### config.mk
export PLATFORM = sky130hd
export DESIGN_NAME = hazard_scoreboard
export DESIGN_NICKNAME = d
export VERILOG_FILES = /design/src/rtl/hazard_scoreboard_pkg.sv /design/src/rtl/hazard_scoreboard_slot.sv /design/src/rtl/hazard_scoreboard.sv
export SDC_FILE = /design/constraint.sdc
export NUM_CORES = 1
export LEC_CHECK = 0
export ABC_AREA = 1
export CAP_MARGIN = 15
export CORE_AREA = 2 2 78 80
export DETAILED_ROUTE_END_ITERATION = 10
export DIE_AREA = 0 0 80 82
export MAX_ROUTING_LAYER = met4
export PLACE_DENSITY = 0.75
export SLEW_MARGIN = 25
export SYNTH_ARGS = -nofsm -noshare
export SYNTH_HDL_FRONTEND = slang
export SYNTH_HIERARCHICAL = 1
export SYNTH_SLANG_ARGS = --single-unit
### constraint.sdc
create_clock -name clk -period 1.9 [get_ports clk]
set_input_delay 0.285 -clock clk [delete_from_list [all_inputs] [get_ports clk]]
set_output_delay 0.285 -clock clk [all_outputs]
set_load 0.05 [all_outputs]
### src/rtl/hazard_scoreboard_pkg.sv
// Shared encodings for the hazard scoreboard: forwarding mux selects, Tnew classes
// and the per-slot Tnew update mode.
package hazard_scoreboard_pkg;

  localparam logic [1:0] FWD_D_RF  = 2'd0;
  localparam logic [1:0] FWD_D_E   = 2'd1;
  localparam logic [1:0] FWD_D_M   = 2'd2;
  localparam logic [1:0] FWD_D_W   = 2'd3;

  localparam logic [1:0] FWD_E_REG = 2'd0;
  localparam logic [1:0] FWD_E_M   = 2'd1;
  localparam logic [1:0] FWD_E_W   = 2'd2;

  localparam logic       FWD_M_REG = 1'b0;
  localparam logic       FWD_M_W   = 1'b1;

  localparam int TNEW_PC  = 0;
  localparam int TNEW_ALU = 1;
  localparam int TNEW_LW  = 2;

  // How a slot transforms the incoming Tnew: E keeps it, M decrements, W clears.
  typedef enum logic [1:0] {
    TN_KEEP = 2'd0,
    TN_DEC  = 2'd1,
    TN_CLR  = 2'd2
  } tnew_mode_e;

endpackage

### src/rtl/hazard_scoreboard_slot.sv
// hz_slot: one scoreboard register (E, M or W) with bubble load and Tnew update.
module hz_slot
  import hazard_scoreboard_pkg::*;
#(
  parameter int         AW   = 5,
  parameter int         TW   = 2,
  parameter tnew_mode_e MODE = TN_KEEP
) (
  input  logic          clk,
  input  logic          reset,
  input  logic          bubble,
  input  logic          in_valid,
  input  logic          in_regwr,
  input  logic [AW-1:0] in_wa,
  input  logic [TW-1:0] in_tnew,
  input  logic [AW-1:0] in_rs,
  input  logic [AW-1:0] in_rt,
  output logic          valid,
  output logic          regwr,
  output logic [AW-1:0] wa,
  output logic [TW-1:0] tnew,
  output logic [AW-1:0] rs,
  output logic [AW-1:0] rt
);

  logic          valid_d, valid_q, regwr_d, regwr_q;
  logic [AW-1:0] wa_d, wa_q, rs_d, rs_q, rt_d, rt_q;
  logic [TW-1:0] tnew_d, tnew_q;

  always_comb begin
    valid_d = in_valid;
    regwr_d = in_regwr;
    wa_d    = in_wa;
    rs_d    = in_rs;
    rt_d    = in_rt;
    tnew_d  = in_tnew;
    case (MODE)
      TN_DEC:  tnew_d = (in_tnew == '0) ? '0 : in_tnew - TW'(1);
      TN_CLR:  tnew_d = '0;
      default: tnew_d = in_tnew;
    endcase
    // A bubble is an all-zero slot so it can never match any source register.
    if (bubble) begin
      valid_d = 1'b0;
      regwr_d = 1'b0;
      wa_d    = '0;
      rs_d    = '0;
      rt_d    = '0;
      tnew_d  = '0;
    end
  end

  always_ff @(posedge clk or posedge reset) begin
    if (reset) begin
      valid_q <= 1'b0;
      regwr_q <= 1'b0;
      wa_q    <= '0;
      rs_q    <= '0;
      rt_q    <= '0;
      tnew_q  <= '0;
    end else begin
      valid_q <= valid_d;
      regwr_q <= regwr_d;
      wa_q    <= wa_d;
      rs_q    <= rs_d;
      rt_q    <= rt_d;
      tnew_q  <= tnew_d;
    end
  end

  assign valid = valid_q;
  assign regwr = regwr_q;
  assign wa    = wa_q;
  assign tnew  = tnew_q;
  assign rs    = rs_q;
  assign rt    = rt_q;

endmodule

### src/rtl/hazard_scoreboard.sv
// Consumer-side stall/forward controller for the 5-stage pipeline, built on a shadow
// E/M/W scoreboard. Define HAZ_RF_BYPASS_EN when the register file bypasses W->D itself.
module hazard_scoreboard
  import hazard_scoreboard_pkg::*;
#(
  parameter int AW = 5,
  parameter int TW = 2
) (
  input  logic          clk,
  input  logic          reset,
  input  logic [AW-1:0] rs_D,
  input  logic [AW-1:0] rt_D,
  input  logic          rs_use_D,
  input  logic          rt_use_D,
  input  logic [TW-1:0] tuse_rs_D,
  input  logic [TW-1:0] tuse_rt_D,
  input  logic [AW-1:0] wa_D,
  input  logic          regwr_D,
  input  logic [TW-1:0] tnew_D,
  output logic          stall,
  output logic [1:0]    fwd_rs_D,
  output logic [1:0]    fwd_rt_D,
  output logic [1:0]    fwd_rs_E,
  output logic [1:0]    fwd_rt_E,
  output logic          fwd_rt_M
);

  // Slot index 0 = E (youngest), 1 = M, 2 = W.
  logic [2:0]          v, rw;
  logic [2:0][AW-1:0]  wa, rs, rt;
  logic [2:0][TW-1:0]  tn;

  for (genvar i = 0; i < 3; i++) begin : g_slot
    logic          in_v, in_rw;
    logic [AW-1:0] in_wa, in_rs, in_rt;
    logic [TW-1:0] in_tn;
    if (i == 0) begin : g_head
      assign in_v  = 1'b1;
      assign in_rw = regwr_D;
      assign in_wa = wa_D;
      assign in_rs = rs_D;
      assign in_rt = rt_D;
      assign in_tn = tnew_D;
    end else begin : g_chain
      assign in_v  = v[i-1];
      assign in_rw = rw[i-1];
      assign in_wa = wa[i-1];
      assign in_rs = rs[i-1];
      assign in_rt = rt[i-1];
      assign in_tn = tn[i-1];
    end
    hz_slot #(.AW(AW), .TW(TW), .MODE(tnew_mode_e'(i))) u_slot (
      .clk      (clk),
      .reset    (reset),
      .bubble   ((i == 0) ? stall : 1'b0),
      .in_valid (in_v),
      .in_regwr (in_rw),
      .in_wa    (in_wa),
      .in_tnew  (in_tn),
      .in_rs    (in_rs),
      .in_rt    (in_rt),
      .valid    (v[i]),
      .regwr    (rw[i]),
      .wa       (wa[i]),
      .tnew     (tn[i]),
      .rs       (rs[i]),
      .rt       (rt[i])
    );
  end

  function automatic logic [2:0] hits(input logic [AW-1:0] r);
    for (int i = 0; i < 3; i++)
      hits[i] = v[i] && rw[i] && (wa[i] == r) && (r != '0);
  endfunction

  // Youngest match decides; a younger producer not yet ready falls back to RF while stalled.
  function automatic logic [1:0] sel_d(input logic [2:0] h);
    if (h[0])      sel_d = (tn[0] == '0) ? FWD_D_E : FWD_D_RF;
    else if (h[1]) sel_d = (tn[1] == '0) ? FWD_D_M : FWD_D_RF;
`ifdef HAZ_RF_BYPASS_EN
    else           sel_d = FWD_D_RF;
`else
    else if (h[2]) sel_d = FWD_D_W;
    else           sel_d = FWD_D_RF;
`endif
  endfunction

  function automatic logic [1:0] sel_e(input logic [2:0] h);
    if (h[1] && tn[1] == '0) sel_e = FWD_E_M;
    else if (h[2])           sel_e = FWD_E_W;
    else                     sel_e = FWD_E_REG;
  endfunction

  function automatic logic must_wait(input logic use_x, input logic [2:0] h,
                                     input logic [TW-1:0] tuse);
    must_wait = use_x && ((h[0] && tn[0] > tuse) || (h[1] && tn[1] > tuse));
  endfunction

  logic [2:0] h_rs_d, h_rt_d, h_rs_e, h_rt_e, h_rt_m;

  always_comb begin
    h_rs_d   = hits(rs_D);
    h_rt_d   = hits(rt_D);
    h_rs_e   = hits(rs[0]);
    h_rt_e   = hits(rt[0]);
    h_rt_m   = hits(rt[1]);
    stall    = must_wait(rs_use_D, h_rs_d, tuse_rs_D) || must_wait(rt_use_D, h_rt_d, tuse_rt_D);
    fwd_rs_D = sel_d(h_rs_d);
    fwd_rt_D = sel_d(h_rt_d);
    fwd_rs_E = sel_e(h_rs_e);
    fwd_rt_E = sel_e(h_rt_e);
    fwd_rt_M = h_rt_m[2] ? FWD_M_W : FWD_M_REG;
  end

endmodule
==> summary by stage <==
Final layout
0 antenna diodes ended up in the layout. The final-layout fill cell count is 496. From synthesis to final layout, the design area changed by 42.2%. In the final design database the tool counted 494 nets.

The cell area after layout is 3730 sq um. The footprint of the flip-flops and latches is 1020 sq um. The layout cell share with drive strength beyond 1 is 0.308. In the final layout, the multi-input gates occupy 1460 sq um.

Global routing
The maximum number of pins on one net before global-route repair is 20. The number of global-route vias before repair is 2,615. The total global routing overflow is 0. The initial antenna violation count is 0.

The global-route wire length before repair is 11.5 mm. Across every metal layer, demand over resource in global routing totals 0.238.

Timing
Dividing the final minimum period by the clock period gives 1.03. The clock skew is 1.94 ps. The worst pin sits at a relative slew slack of 0.587. The achievable frequency is 0.509 GHz. The number of hold violations in the final report is 0.

Setup repair after global routing could not meet its margin everywhere. The smallest setup slack after layout is -64.3 ps. The count of pins over their slew limit was 0. At the pin with the least slew margin, the transition time is 618 ps. Subtracting the final worst setup slack from the clock period gives 1960 ps.

The count of final setup violators is 7.

Clock tree
The CTS sink count is 40. The clock root buffer is sky130_fd_sc_hd__clkbuf_8. The quantity of hold-fixing buffers added after cts is 0.

The TritonCTS clock tree is yes. The number of buffers on the longest clock path is 2. The number of levels in the clock H-tree is 2. Clock-pin slew was measured on the worst setup and hold paths at 80 ps. In this run, CTS created clock tree buffers numbering 5. The clock reaches the later pin of the worst-skew pair after 290 ps.

Worst setup path
The origin of the critical flop-to-flop path is g_slot[1].u_slot/tnew[1]. In this run the register-to-register setup slack is 220 ps. The number of cells on the worst reg-to-reg path is 9.

The largest individual stage delay along the critical path comes from the cell sky130_fd_sc_hd__dfrtp_2. The worst endpoint data arrival time is 1680 ps. For this run, the slowest stage of the critical path takes 470 ps.

The worst setup path is launched from a flop. The critical path goes through ha_4, a21oi_2, a21oi_2, nand3_1, nand2_1, nand2_1, nand2_2, buf_12. The number of cells on the critical path is 8.

The most critical setup path has its endpoint at stall. The gate family responsible for the most delay along the worst path is flip-flops. STA puts the critical path data required time at 1620 ps. The capture point of the worst reg-to-reg path is g_slot[0].u_slot/wa[0]. The endpoint class of the critical path is an output port. The category of the critical setup timing path is reg -> out. The peak fanout along the critical path is 3. The number of buffers and inverters on the critical path is 1. The source of the critical timing path is g_slot[1].u_slot/tnew[1].

Drt
The post-detailed-routing wire length is 7.39 mm. In the routed design, unresolved DRC markers number 0. The remaining antenna violation count is 0.

For this run, the detailed router's first-pass iteration total came to 4. The total vias in the final route is 2,677. The violation count after the first detailed-route iteration is 158. After detailed routing, the average wire length per cell comes to 13.8 microns. The via count normalized by instance count is 4.99.

Yosys
The synthesized netlist occupies a cell area of 2630 sq um. The warning count from the yosys run is 6. In the synthesized netlist, the number of instances is 387.

The synthesized area per cell is 6.78 sq um.

Placement
The placed instances occupy a cell area of 3220 sq um. The global placer's final weighted congestion is 0.985. OpenSTA, run right after detailed placement, puts the worst setup slack at -281 ps. Detailed placement ended at an HPWL of 5.29 mm. The count of buffers inserted at the top-level ports is 35.

Run status
The final reports fail on negative setup slack. The flow ran to the end, but the final reports show violations.

Floorplanning
The floorplan step set the die width to 80 microns. The initialized floorplan defines 28 standard-cell rows. The starting density of the core is 0.457. The floorplan step defined a die boundary enclosing 6560 sq um. The die boundary height is 82 microns. The number of placed I/O pins is 36.

After floorplanning, the core was sized to cover 5750 sq um.

Power
Across the VDD grid, the largest voltage drop is 0.369 mV. The leakage power figure is 1.90 nW. The ratio of total power to cell area is 533 nW/um^2.

Job
The number of maximum-capacitance constraint violations is 0.

Worst hold path
The class of the tightest hold or removal check is in -> async.
## area by class of cell
cell class | instances | area share
timing repair buffer | 72 | 0.195
multi-input combinational | 255 | 0.392
sequential | 40 | 0.273
clock buffer | 6 | 0.0221
tap | 75 | 0.0251
clock inverter | 2 | 0.00402
inverter | 86 | 0.0885
## stage by stage
stage | cells | util | power [mW] | TNS, ps | hold WS, ps
CTS | 523 | 0.608 | 1.93 | -119 | 259
detailed placement | 508 | 0.561 | 1.31 | -6250 | 466
floorplan | 388 | - | 1.16 | -33.8 | 88.4
global placement | 508 | 0.561 | 1.31 | -5290 | 458
global route | 536 | 0.650 | 2.10 | -967 | 287
finish | 536 | 0.650 | 1.99 | -247 | 263
## per-layer routing
layer,GRT usage,vias to the layer above,part of all wire
li1,-,1313,-
met1,0.262,1242,0.39
met2,0.419,93,0.51
met3,0.0385,29,0.055
met4,0.120,0,0.039
met5,-,-,0
## worst min path at each step
stage | cells past startpoint | slack, ps | to | from
global placement | 1 | 460 | g_slot[1].u_slot/tnew[0] | g_slot[0].u_slot/tnew[0]
CTS | 2 | 260 | g_slot[2].u_slot/regwr | reset
global route | 2 | 290 | g_slot[2].u_slot/valid | reset
detailed placement | 1 | 470 | g_slot[1].u_slot/tnew[0] | g_slot[0].u_slot/tnew[0]
finish | 2 | 260 | g_slot[2].u_slot/wa[4] | reset
floorplan | 1 | 90 | g_slot[2].u_slot/regwr | reset
## cell usage in the layout, fill, tap and decap left out, types with 4 or more instances in the layout
cell type	count
sky130_fd_sc_hd__nand2_1	81
sky130_fd_sc_hd__inv_1	65
sky130_fd_sc_hd__nor2_1	54
sky130_fd_sc_hd__buf_4	34
sky130_fd_sc_hd__dfrtp_1	27
sky130_fd_sc_hd__inv_2	17
sky130_fd_sc_hd__nor2_2	14
sky130_fd_sc_hd__nand3_1	13
sky130_fd_sc_hd__dfrtp_2	13
sky130_fd_sc_hd__clkdlybuf4s50_1	13
sky130_fd_sc_hd__a21oi_2	11
sky130_fd_sc_hd__dlygate4sd2_1	11
sky130_fd_sc_hd__buf_12	11
sky130_fd_sc_hd__xnor2_1	9
sky130_fd_sc_hd__nand2_2	8
sky130_fd_sc_hd__nand4_1	8
sky130_fd_sc_hd__o21ai_0	6
sky130_fd_sc_hd__clkbuf_8	6
sky130_fd_sc_hd__o21ai_1	5
sky130_fd_sc_hd__a21oi_1	5
sky130_fd_sc_hd__o22ai_1	5
sky130_fd_sc_hd__ha_4	4
sky130_fd_sc_hd__ha_1	4
## flip-flops by register name (all words and copies together), names as in the netlist
register and cells:
g_slot.u_slot/regwr 3, g_slot.u_slot/tnew 4, g_slot.u_slot/rt 10, g_slot.u_slot/valid 3, g_slot.u_slot/wa 15, g_slot.u_slot/rs 5
## what timing repair did
action                                  in CTS  in global routing
setup buffers                                7                 13
resized for setup                           60                 44
endpoints found under the setup margin      10                 10
pin swaps                                   25                 31
## power breakdown
part	switching, mW	internal, mW	total (mW)
clock	0.300	0.294	0.594
sequential	0.0589	0.896	0.954
combinational	0.236	0.207	0.443
total	0.595	1.40	1.99
## worst register-to-register path: cells and delay by family (launching register included)
kind	cells	cell delay (ps)
buffers and inverters	1	240
AOI/OAI and AO/OA	2	170
and+or+nand+nor	5	400
adders and majority gates	1	300
DFF	1	470
(Power assumes the default switching activity.)
